File: src/rtl/bin2bcd_seq_pkg.sv
// bin2bcd_seq_pkg: shared widths, FSM encoding and digit constants for the sequential BCD converter
package bin2bcd_seq_pkg;
  localparam int DEF_BIN_W = 20;
  localparam int DEF_DIGITS = 6;
  localparam int BCD_W = 4 * DEF_DIGITS;
  localparam logic [3:0] DIG_GE = 4'd5;
  localparam logic [3:0] DIG_ADD = 4'd3;
  typedef enum logic {IDLE, SHIFT} state_t;
endpackage

File: src/rtl/bin2bcd_seq_digit_adj.sv
// bcd_digit_adj: double-dabble digit correction, adds 3 to any digit of 5 or more
module bcd_digit_adj
  import bin2bcd_seq_pkg::*;
(
  input  logic [3:0] d,
  output logic [3:0] q
);
  assign q = (d >= DIG_GE) ? d + DIG_ADD : d;
endmodule

File: src/rtl/bin2bcd_seq.sv
// bin2bcd_seq: serial shift-and-add-3 binary to packed BCD converter, one bit per cycle
module bin2bcd_seq
  import bin2bcd_seq_pkg::*;
#(
  parameter int BIN_W = DEF_BIN_W,
  parameter int DIGITS = DEF_DIGITS
) (
  input  logic                  sys_clk,
  input  logic                  rst,
  input  logic                  start,
  input  logic [BIN_W-1:0]      bin_in,
  output logic                  busy,
  output logic                  done,
  output logic [4*DIGITS-1:0]   bcd_out,
  output logic                  ovf
);
  localparam int SCR_W = 4 * DIGITS;
  localparam int CNT_W = $clog2(BIN_W);
  state_t st;
  logic [BIN_W-1:0] sh;
  logic [SCR_W-1:0] scr, adj, scr_n;
  logic [CNT_W-1:0] cnt;
  logic sticky, carry;
  for (genvar g = 0; g < DIGITS; g++) begin : g_adj
    bcd_digit_adj u_adj (.d(scr[4*g +: 4]), .q(adj[4*g +: 4]));
  end
  // the bit pushed out of the top digit is a dropped decimal carry, i.e. overflow
  assign scr_n = {adj[SCR_W-2:0], sh[BIN_W-1]};
  assign carry = adj[SCR_W-1];
  always_ff @(posedge sys_clk) begin
    if (rst) begin
      st <= IDLE;
      sh <= '0;
      scr <= '0;
      cnt <= '0;
      sticky <= 1'b0;
      busy <= 1'b0;
      done <= 1'b0;
      bcd_out <= '0;
      ovf <= 1'b0;
    end else begin
      done <= 1'b0;
      case (st)
        IDLE: if (start) begin
          sh <= bin_in;
          scr <= '0;
          sticky <= 1'b0;
          cnt <= '0;
          busy <= 1'b1;
          st <= SHIFT;
        end
        SHIFT: begin
          sh <= {sh[BIN_W-2:0], 1'b0};
          scr <= scr_n;
          sticky <= sticky | carry;
          cnt <= cnt + 1'b1;
          if (cnt == CNT_W'(BIN_W - 1)) begin
            bcd_out <= scr_n;
            ovf <= sticky | carry;
            done <= 1'b1;
            busy <= 1'b0;
            cnt <= '0;
            st <= IDLE;
          end
        end
        default: st <= IDLE;
      endcase
    end
  end
endmodule

File: config.mk
export PLATFORM = sky130hd
export DESIGN_NAME = bin2bcd_seq
export DESIGN_NICKNAME = d
export VERILOG_FILES = /design/src/rtl/bin2bcd_seq_pkg.sv /design/src/rtl/bin2bcd_seq_digit_adj.sv /design/src/rtl/bin2bcd_seq.sv
export SDC_FILE = /design/constraint.sdc
export NUM_CORES = 1
export LEC_CHECK = 0
export CORE_AREA = 2 2 109 111
export CTS_CLUSTER_SIZE = 40
export DETAILED_ROUTE_END_ITERATION = 10
export DIE_AREA = 0 0 111 113
export PLACE_DENSITY_LB_ADDON = 0.2
export SYNTH_ARGS = -nofsm -noshare
export SYNTH_HDL_FRONTEND = slang
export SYNTH_SLANG_ARGS = --single-unit
File: constraint.sdc
create_clock -name sys_clk -period 1.3 [get_ports sys_clk]
set_input_delay 0.26 -clock sys_clk [delete_from_list [all_inputs] [get_ports sys_clk]]
set_output_delay 0.26 -clock sys_clk [all_outputs]
set_load 0.01 [all_outputs]
==> results of run 1 <==
==> per-stage QoR <==
| step | hold WS [ns] | std cells | setup WS, ns | util | power, uW |
|---|---|---|---|---|---|
| after floorplan | 0.454 | 379 | -0.0168 | - | 2750 |
| after global placement | 0.437 | 597 | -0.252 | 0.396 | 2910 |
| after detailed placement | 0.443 | 597 | -0.276 | 0.396 | 2920 |
| after CTS | 0.452 | 615 | -0.0522 | 0.441 | 5820 |
| after global routing | 0.472 | 619 | -0.111 | 0.451 | 5950 |
| final | 0.442 | 619 | -0.0429 | 0.451 | 5730 |
==> cells in the final DEF (no fill, tap or decap), types with 8 or more instances in the layout <==
cell type	count
dfxtp_2	12
nand2_1	17
o21ai_0	22
mux2i_1	21
o21ai_1	10
a22o_1	19
clkbuf_16	9
nor3b_1	14
nor2_1	44
dfxtp_1	63
buf_4	47
a21oi_1	39
dlygate4sd2_1	26
clkdlybuf4s50_1	22
inv_2	8
==> final cells by class <==
type                    instances  area, um2
clock buffers                  10        229
clock inverters                 6        110
fillers                      1084       6180
inverters                      16       65.1
multi-input cells             265       2030
flip-flops and latches         78       1590
well taps                     143        179
repair buffers                101        888
==> power breakdown <==
part,switching (uW),internal [uW],total (uW)
registers,28.9,2430,2460
logic,203,201,405
clock network,990,1870,2860
total,1220,4510,5730
==> layer usage <==
metal | vias up | track usage | share of wire | wire length, um
met1 | 1364 | 0.148 | 0.45 | 3720
li1 | 1514 | - | - | -
met4 | 0 | 0.0492 | 0.014 | 114
met5 | - | 0 | 0 | 0
met2 | 60 | 0.227 | 0.48 | 3950
met3 | 9 | 0.0439 | 0.054 | 446
==> worst min path at each step <==
stage,startpoint,depth (start not counted),to
global placement,bcd_out[4],2,bcd_out[4]
global route,bcd_out[20],2,bcd_out[20]
floorplan,sh[9],2,sh[10]
CTS,bcd_out[23],2,bcd_out[23]
detailed placement,bcd_out[8],2,bcd_out[8]
finish,bcd_out[8],2,bcd_out[8]
==> flip-flops by register name, indices dropped and copies added (netlist names) <==
signal and flops:
bcd_out 24, busy 1, cnt 5, done 1
ovf 1, scr 24, sh 20, st 1
sticky 1
==> cell families (layout without fill, tap and decap cells) <==
group | Yosys count | count (layout) | synth area share
and+or+nand+nor | 106 | 106 | 0.158
AOI/OAI and AO/OA | 112 | 112 | 0.199
DFF | 78 | 78 | 0.449
buffers and inverters | 36 | 133 | 0.0518
xor gates and xnor gates | 7 | 7 | 0.0176
adders and majority gates | 13 | 13 | 0.0468
muxes | 27 | 27 | 0.0777
==> worst reg2reg max path, delay by kind of cell, from the launching register on <==
| family | cells | cell delay (ns) |
|---|---|---|
| flip-flops | 1 | 0.35 |
| AO/OA/AOI/OAI | 2 | 0.34 |
| multiplexers | 1 | 0.27 |
| adder cells (fa/ha/maj) | 1 | 0.14 |
| AND/OR/NAND/NOR | 1 | 0.14 |
| buffers and inverters | 1 | 0.05 |
==> repair_timing <==
action                                  CTS  global route
setup buffers                             2             4
pin swaps                                20            21
gates resized for setup                  74            37
cloned                                    0             0
endpoints found under the setup margin   58            51
==> reports/qor.yml, run 1 <==
status: "complete, but fails checks"
violations: "negative setup slack"
syn_inst: 379
dieArea_um2: 12500
grt_max_degree: 32
yosysWarnings: 0
max_freq_ghz: 0.745
root_buffer: "clkbuf_16"
start_kind: "flip-flop"
p_leak_uw: 0.00205
rr_worst_depth: 6
fin_crit_sh: 1.03
r2r_setup_slack_ns: -0.04
finalSetupViolations: 17
p_per_area_nw_per_um2: 1130
ys.flop_type: "dfxtp_1"
postLayoutCellArea_um2: 5090
routed_wl_um: 8240
worst_slack_ns: -0.0429
crit_chain: "inv_4 > ha_4 > nand2b_4 > a21oi_4 > mux2i_2 > a22o_1"
vias: 2947
report.final.slew_viol_count: 0
slowest_delay_ns: 0.35
cts.clk_slew.worst_paths_ns: 0.06
timing.rr.start: "scr[1]"
yosysTopAreaCellShare: 0.449
ant_nets: 0
tns_ns: -0.434
synth_commonest_cells: "78 x dfxtp_1, 46 x a21oi_1, 44 x nor2_1, 31 x o21ai_0, 27 x mux2i_1"
fp.dieW_um: 111
syn_avg_cell_area_um2: 9.17
pin_count: 50
vias_per_cell: 4.76
synthArstFlopShare: 0
end_kind: "flip-flop"
hold_buffers: 0
gp_congestion: 0.762
rsz0062_at_grt: "yes"
clk_latency_ns: 0.33
max_slew.worst_pin.slew_ns: 0.309
period_minus_slack_ns: 1.34
crit_family: "flip-flops"
drive_above_1_share: 0.309
crit_end: "scr[2]"
diodes: 0
synth-seq-cells: 78
path_class: "reg -> reg"
die_y_um: 113
arrival_ns: 1.62
grt_overflow: 0
path_depth: 6
synthTopCellsByArea: "dfxtp_1 45%, mux2i_1 7.8%, a21oi_1 6.6%"
start_util: 0.308
worst-path-buf-inv: 1
cts_sinks: 78
drv_cap: 0
cts_buffer_depth: 2
cp_slowest_cell: "dfxtp_2"
wl_per_cell_um: 13.3
core_area_um2: 11300
port_buffers: 49
grt_pass1_wl_um: 13000
antenna_found_initial: 0
layout.nets: 507
yosysSeqAreaShare: 0.449
grt_pass1_vias: 2784
hpwl_um: 5640
synth_edf_count: 0
path_max_fanout: 3
rr_endpoint: "scr[2]"
synth.distinct_cells: 35
hold_class: "reg -> reg"
cts_max_level: 3
critPathLaunch: "scr[1]"
ir_worst_vdd_mv: 0.785
relSlewSlack: 0.794
cts_made_buffers: 9
dr.pass1.iters: 4
post-route-drc-count: 0
globalRouteTotalUtil: 0.130
initialDrtViolationCount: 80
hold_viol_final: 0
rows: 39
fin_skew_ns: 0.00492
placedInstanceArea_um2: 4460
synth_area_um2: 3480
yosysTopAreaCell: "dfxtp_1"
area_delta_synth_final_pct: 46.3
synth.most_common_cell: "dfxtp_1"
required_ns: 1.58
tritoncts: "built"
syn_nets: 415
Note: power is estimated with default switching activity, not from simulation.
==> run 2: changes to the inputs <==
GPL_ROUTABILITY_DRIVEN = 0   (was default)
==> results of run 2 <==
Same layout as run 1: the final DEF is identical, and so are final timing and power.
